<file path="config.mk">
export PLATFORM = sky130hd
export DESIGN_NAME = prog_ram
export DESIGN_NICKNAME = d
export VERILOG_FILES = /design/src/rtl/prog_ram_pkg.sv /design/src/rtl/prog_ram_loader.sv /design/src/rtl/prog_ram.sv
export SDC_FILE = /design/constraint.sdc
export NUM_CORES = 1
export LEC_CHECK = 0
export BUFFER_PORTS_ARGS = -buffer_cell sky130_fd_sc_hd__buf_2
export CORE_MARGIN = 3
export CORE_UTILIZATION = 50
export DETAILED_ROUTE_END_ITERATION = 8
export PLACE_DENSITY = 0.72
export SYNTH_ARGS = -nofsm -noshare
export SYNTH_HDL_FRONTEND = slang
export SYNTH_SLANG_ARGS = --single-unit
export TNS_END_PERCENT = 20
</file>
<file path="constraint.sdc">
create_clock -name clk -period 3 [get_ports clk]
set_clock_uncertainty 0.1 [all_clocks]
set_input_delay 0.75 -clock clk [delete_from_list [all_inputs] [get_ports clk]]
set_output_delay 0.75 -clock clk [all_outputs]
set_load 0.02 [all_outputs]
</file>
<file path="src/rtl/prog_ram_pkg.sv">
// Shared types and constants for the program RAM and its nibble loader.
package prog_ram_pkg;

    typedef enum logic [1:0] {
        LD_IDLE,
        LD_ASSEMBLE,
        LD_WRITE,
        LD_DONE
    } ld_state_e;

    localparam int NIBBLE_W = 4;

    function automatic int nibbles_per_word(input int data_w);
        return data_w / NIBBLE_W;
    endfunction

endpackage

</file>
<file path="src/rtl/prog_ram_loader.sv">
// Program loader: assembles nibbles MSN-first into words and
// writes them to consecutive addresses starting at 0.
module prog_ram_loader
    import prog_ram_pkg::*;
#(
    parameter int DATA_W = 8,
    parameter int ADDR_W = 4
) (
    input  logic              clk,
    input  logic              rst,
    input  logic              ld_mode,
    input  logic              ld_valid,
    input  logic [3:0]        ld_nibble,
    output logic              ld_ready,
    output logic              ld_done,
    output logic              busy,
    output logic              wr_en,
    output logic [ADDR_W-1:0] wr_addr,
    output logic [DATA_W-1:0] wr_data
);

    localparam int NIBBLES_PER_WORD = nibbles_per_word(DATA_W);
    localparam int CNT_W = 3;
    localparam logic [CNT_W-1:0] LAST_NIB = CNT_W'(NIBBLES_PER_WORD - 1);

    ld_state_e         state_q, state_d;
    logic [ADDR_W-1:0] ptr_q, ptr_d;
    logic [CNT_W-1:0]  cnt_q, cnt_d;
    logic [DATA_W-1:0] word_q, word_d;

    always_ff @(posedge clk) begin
        if (rst) begin
            state_q <= LD_IDLE;
            ptr_q   <= '0;
            cnt_q   <= '0;
            word_q  <= '0;
        end else begin
            state_q <= state_d;
            ptr_q   <= ptr_d;
            cnt_q   <= cnt_d;
            word_q  <= word_d;
        end
    end

    always_comb begin
        state_d  = state_q;
        ptr_d    = ptr_q;
        cnt_d    = cnt_q;
        word_d   = word_q;
        ld_ready = 1'b0;
        ld_done  = 1'b0;
        wr_en    = 1'b0;
        unique case (state_q)
            LD_IDLE: begin
                if (ld_mode) begin
                    state_d = LD_ASSEMBLE;
                    ptr_d   = '0;
                    cnt_d   = '0;
                    word_d  = '0;
                end
            end
            LD_ASSEMBLE: begin
                ld_ready = 1'b1;
                if (!ld_mode) begin
                    state_d = LD_IDLE;
                end else if (ld_valid) begin
                    word_d = (word_q << NIBBLE_W) | DATA_W'(ld_nibble);
                    if (cnt_q == LAST_NIB) begin
                        cnt_d   = '0;
                        state_d = LD_WRITE;
                    end else begin
                        cnt_d = cnt_q + 1'b1;
                    end
                end
            end
            LD_WRITE: begin
                if (!ld_mode) begin
                    state_d = LD_IDLE;
                end else begin
                    wr_en = 1'b1;
                    // The pointer parks on the last address instead of wrapping.
                    if (ptr_q == '1) begin
                        state_d = LD_DONE;
                    end else begin
                        ptr_d   = ptr_q + 1'b1;
                        state_d = LD_ASSEMBLE;
                    end
                end
            end
            LD_DONE: begin
                ld_done = 1'b1;
                if (!ld_mode) begin
                    state_d = LD_IDLE;
                end
            end
            default: state_d = LD_IDLE;
        endcase
    end

    assign busy    = (state_q != LD_IDLE);
    assign wr_addr = ptr_q;
    assign wr_data = word_q;

endmodule

</file>
<file path="src/rtl/prog_ram.sv">
// Single-port program RAM with a CPU port and a nibble-serial loader
// that owns the array whenever a load is in progress.
module prog_ram
    import prog_ram_pkg::*;
#(
    parameter int DATA_W = 8,
    parameter int ADDR_W = 4
) (
    input  logic              clk,
    input  logic              rst,
    input  logic              cs_n,
    input  logic              we_n,
    input  logic [ADDR_W-1:0] addr,
    input  logic [DATA_W-1:0] din,
    output logic [DATA_W-1:0] dout,
    output logic              dout_oe,
    input  logic              ld_mode,
    input  logic              ld_valid,
    input  logic [3:0]        ld_nibble,
    output logic              ld_ready,
    output logic              ld_done
);

    localparam int DEPTH = 2 ** ADDR_W;

    logic [DATA_W-1:0] mem [DEPTH];

    logic              busy;
    logic              ld_wr_en;
    logic [ADDR_W-1:0] ld_wr_addr;
    logic [DATA_W-1:0] ld_wr_data;
    logic              cpu_en;
    logic              cpu_wr;
    logic              cpu_rd;

    prog_ram_loader #(
        .DATA_W(DATA_W),
        .ADDR_W(ADDR_W)
    ) u_loader (
        .clk      (clk),
        .rst      (rst),
        .ld_mode  (ld_mode),
        .ld_valid (ld_valid),
        .ld_nibble(ld_nibble),
        .ld_ready (ld_ready),
        .ld_done  (ld_done),
        .busy     (busy),
        .wr_en    (ld_wr_en),
        .wr_addr  (ld_wr_addr),
        .wr_data  (ld_wr_data)
    );

    // The CPU port is live only while the loader is idle.
    assign cpu_en = !cs_n && !busy;
    assign cpu_wr = cpu_en && !we_n;
    assign cpu_rd = cpu_en && we_n;

    always_ff @(posedge clk) begin
        if (rst) begin
            dout    <= '0;
            dout_oe <= 1'b0;
            for (int i = 0; i < DEPTH; i++) begin
                mem[i] <= '0;
            end
        end else begin
            dout_oe <= cpu_rd;
            if (cpu_rd) begin
                dout <= mem[addr];
            end
            if (cpu_wr) begin
                mem[addr] <= din;
            end else if (ld_wr_en) begin
                mem[ld_wr_addr] <= ld_wr_data;
            end
        end
    end

endmodule
</file>
## Yosys cells after proc, flatten, opt, wreduce, memory -nomap -nowiden

Memory sizes are Yosys's and may differ from the RTL's. A register that Yosys moved wholly into a read port is not among the register bits.
Index checks and enable logic that the tools add are counted.

| operators by class | value |
|---|---|
| add/sub/neg operators | 2 |
| equal/unequal tests | 13 |
| multiplexer cells | 40 |
| bitwise operators | 1 |
| reductions and logical operators | 15 |

Operator list:

| cell | count |
|---|---|
| 8-bit 2-to-1 mux | 5 |
| 4-bit 2-to-1 mux | 5 |
| 8-bit case mux with 2 select lines | 1 |
| 8-bit OR reduction | 2 |
| 1-bit 2-to-1 mux | 15 |
| 2-bit 2-to-1 mux | 7 |
| 3-bit 2-to-1 mux | 4 |
| 2-bit inequality test, second input constant | 6 |
| 4-bit AND reduction | 3 |
| 8-bit by 4-bit OR with 8-bit output | 1 |
| 2-bit case mux with 4 select lines | 1 |
| 4-bit case mux with 2 select lines | 1 |
| 3-bit case mux with 2 select lines | 1 |
| 2-bit nonzero test | 3 |
| 4-bit by 1-bit adder with 4-bit output, second input constant | 1 |
| 2-bit == test, second input constant | 2 |
| 4-bit == test, second input constant | 1 |
| 3-bit by 1-bit adder with 3-bit output, second input constant | 1 |
| 3-bit by 1-bit == test with 1-bit output, second input constant | 1 |
| 1-bit logical AND | 3 |
| 1-bit logical NOT | 3 |
| 3-bit by 2-bit inequality test with 1-bit output, second input constant | 1 |
| 3-bit inequality test, second input constant | 1 |
| 2-bit by 1-bit == test with 1-bit output, second input constant | 1 |
| 2-bit logical NOT | 1 |

| word-level totals | value |
|---|---|
| bits in registers | 18 |
| RAM bits | 128 |
| input port bits | 22 |
| output and inout bits | 11 |
| word-level logic and storage cells | 77 |
| memories | 1 |

Memories:

| memory | depth | bits a word | read ports | clocked after Yosys merged registers in | write ports | line | RTL |
|---|---|---|---|---|---|---|---|
| mem | 16 | 8 | 1 | 1 | 16 | prog_ram.sv:26 | `logic [DATA_W-1:0] mem [DEPTH];` |

## Depth between registers and ports, before layout

| depth | value |
|---|---|
| depth after elaboration | 10 |
| mapped depth | 7 |
| gate-level depth less buffers | 5 |

## Cells and area by module

A second synthesis with hierarchy kept.

| unflattened totals | value |
|---|---|
| cell total of the unflattened synthesis | 559 |
| area total of the unflattened synthesis | 7290.7 sq um |

By module, submodules not included:

| module | times used | cells each | area each (sq um) | seq. area each (sq um) |
|---|---|---|---|---|
| prog_ram | 1 | 461 | 6473.7 | 4023.9 |
| prog_ram_loader | 1 | 98 | 817.0 | 340.3 |

## Worst setup path after synthesis

OpenSTA, ideal clock, no wires.

| path | value |
|---|---|
| path kind | input port to flip-flop |
| start point | input ld_mode |
| end point | memory mem[8][0], enable pin |
| setup time | 0.375 ns |
| arrival | 2.597 ns |
| data required time | 2.525 ns |
| slack | -0.071 ns |
| cell stages on the path | 7 |
| path buffers | 3 |
| cells stage by stage | nor4bb_1 > buf_2 > buf_4 > mux2i_1 > nand3_4 > buf_6 > o21bai_1 |

RTL lines:

| item | line | RTL |
|---|---|---|
| from (decl) | prog_ram.sv:17 | `input logic ld_mode,` |
| to (decl) | prog_ram.sv:26 |  |

==> results.md <==
* Status: complete, no violations
* N_diodes at 0
* Die area at between 15000 and 20000 sq um
* Core area at 13900 sq um
* Routed length per instance at between 20 and 25 um
* Final wirelength at roughly 16 mm
* Max cap viols at 0
* Worst skew pair latency at 0.43 ns
* IO Count at 33
* Total GRT Usage at 0.217
* Fraction of synthesized area in multiplexers at 0.133
* Max Fclk at 382 MHz
* Number of cells after detailed placement at approximately 740
* Pin count of the biggest net entering global routing at 42
* Slowest stage delay, CP at ~0.52 ns
* Final Hold Viols at 0
* Mapped Nets at about 560
* Rel. slew slack at 0.551
* Root buffer cell: clkbuf_16
* Worst endpoint data arrival time at around 2.7 ns
* DRT Pass-1 Iters at 7
* NetSw at roughly 1200 uW
* P_int at 3790 uW
* Post-CTS Setup Inserts at 0
* CP required at between 3 and 4 ns
* Post-synth EDFFs at 128
* RSZ-0062 raised after global routing: false
* Comb pwr share at 0.080
* Primary FF master, synth: edfxtp_1
* Reg clk slew, reported paths at about 0.07 ns
* Post-synth top area cell: edfxtp_1
* Switching Fraction at 0.239
* Ys async rst share at 0
* Clk buf depth at 2
* First-pass GRT wire length at 25.9 mm
* Largest family of logic cells by synthesized area: simple AND/OR/NAND/NOR gates
* Die span in x at 126 um
* Routability cong. at a little over 0.8
* Worst Hold Class: reg -> reg
* Worst Setup End Kind: flip-flop
* Slew Limit Fails at 0
* Synthesized area at around 7200 sq um
* Number of H-tree levels at 4
* PortBufs at 32
* Initial Util at 0.514
* Adder-Cell Fraction of Synth Area at 0.00175
* Share of the synthesized area in the top cell type at 0.537
* Maximum vdd drop at approximately 0.0004 V
* Worst Path Max Fanout at 12
* Final std cells w/o fill at 773
* Vias at around 4700
* Simple-Gate Fraction of Synth Area at 0.156
* Synth unique cells at 41
* Sequential-to-total area share from yosys stat at 0.609
* Sink Count at 154
* Vias per inst at between 6 and 7
* Area Growth Syn to Fin at 15.3%
* Gate Count Post-Synth at between 500 and 600
* Layout cells sized above 1 at 0.300
* Syn_area_per_cell at around 13 sq um
* Gr ovfl total at 0
* Nets at 603
* Sequential power share at 0.483
* Yosys warns at 0
* Top post-synthesis cells by area: edfxtp_1 (54%), nor3_1 (9.3%), mux4_2 (7.5%)
* Num CTS Buffers at 17
* Most numerous cell in the Yosys netlist: nor3_1
* Synth Area in XOR/XNOR at 0.00489
* Leak Pwr at 0.00281 uW
* Dpl hpwl at roughly 11 mm
* Final ANT Viol Nets at 0
* Setup violations, final at 0
* Kind of critical path: reg -> reg
* Worst-margin pin slew at 0.672 ns
* Final period util at 0.874
* Max stage delay cell, worst path: dfxtp_1
* Initial antenna violation count at 0
* Crit-path cells: nor4bb_4 -> buf_4 -> mux2i_1 -> nand3_4 -> o21bai_1 -> buf_4
* Most frequent cells after synthesis: nor3_1 (133), edfxtp_1 (128), clkbuf_1 (28)
* Power share of the clock group at 0.437
* Drt drc at 0
* Crit path launch type: flip-flop
* Dpl ws at -0.0135 ns
* Vias in the first global route at around 4700
* # rows at 43
* Post-synthesis register bit count at 154
* Final WS setup at around 0.38 ns
* Pwr Density at 603 nW/um^2
* Die H at ~130 um
* Hold_buf cts at 0
* Final min period at approximately 2.6 ns
* Post_cts resized at 0
* Critical path's most frequent cell: buf_4
* TritonCTS clock tree: yes
* Compound-cell area share of the yosys netlist at 0.0493
* Initial DRC count at 463
[power by group through the flow]
| stage | sequential [uW] | combinational (uW) | clock, uW |
|---|---|---|---|
| after global routing | 2410 | 424 | 2310 |
| after global placement | 2450 | 384 | 0 |
| after detailed placement | 2450 | 393 | 0 |
| after floorplan | 2440 | 249 | 0 |
| final | 2410 | 396 | 2180 |
| after CTS | 2410 | 395 | 2190 |
[cells by family after synthesis]
| group | count (synthesis) |
|---|---|
| AO/OA/AOI/OAI | 49 |
| XOR/XNOR | 4 |
| adder cells (fa/ha/maj) | 1 |
| buffers and inverters | 57 |
| flip-flops | 154 |
| multiplexers | 62 |
| AND/OR/NAND/NOR | 206 |
[state kept, by name (all words and copies together), names as in the netlist]
register / cells
dout: 8
mem: 128
u_loader.state_q: 2
u_loader.wr_data: 8
u_loader.cnt_q: 3
dout_oe: 1
u_loader.wr_addr: 4
[layer usage]
metal	vias to the layer above	share of wire	global-route usage
met5	-	0	0
met4	0	0.022	0.0797
met3	25	0.092	0.0632
met2	241	0.48	0.334
met1	2316	0.41	0.296
li1	2159	-	-
[path summary, 6_finish.rpt]
path                                           from             endpoint  slack [ns]  depth (start not counted)
worst max-delay path            u_loader.state_q[1]            mem[9][2]        0.38                          6
worst min-delay path            u_loader.wr_data[6]  u_loader.wr_data[6]        0.35                          2
worst max register to register  u_loader.state_q[1]            mem[9][2]        0.38                          6
worst min register to register  u_loader.wr_data[6]  u_loader.wr_data[6]        0.35                          2
[stage by stage]
stage,TNS (ns),total power (uW),cell area [sq um],hold slack [ns],utilization
final,0,4980,8260,0.350,0.593
after global routing,0,5140,8260,0.384,0.593
after CTS,0,5000,8260,0.354,0.593
after detailed placement,-0.202,2840,7660,0.345,0.549
after global placement,0,2830,7660,0.338,0.549
after floorplan,-5.19,2690,7160,0.332,-
[final cells by class]
cell class                 count  area, sq um
clock inverter                15          175
timing repair buffer          84          576
clock buffer                  17          425
multi-input combinational    322         2490
inverter                       1         3.75
tap                          180          225
fill                        1098         5680
sequential                   154         4360
[critical path: cells and delay by family (launching register included)]
family	cells	cell delay (ns)
buf+inv	2	0.42
compound gates	1	0.23
mux	1	0.43
simple gates	2	0.63
flops	1	0.52
[layout by cell type (no fill, tap or decap), drive strengths merged, types with 4 or more instances in the layout]
master / count
nor3: 136
edfxtp: 128
buf: 84
mux2: 26
dfxtp: 26
mux4: 24
clkbuf: 17
nand2: 16
o21bai: 16
nor2: 14
nand3: 14
a21oi: 13
mux2i: 12
inv: 11
o22ai: 8
a221o: 8
nand2b: 5
nor2b: 4
No activity file was read; power rests on OpenSTA's default activity.
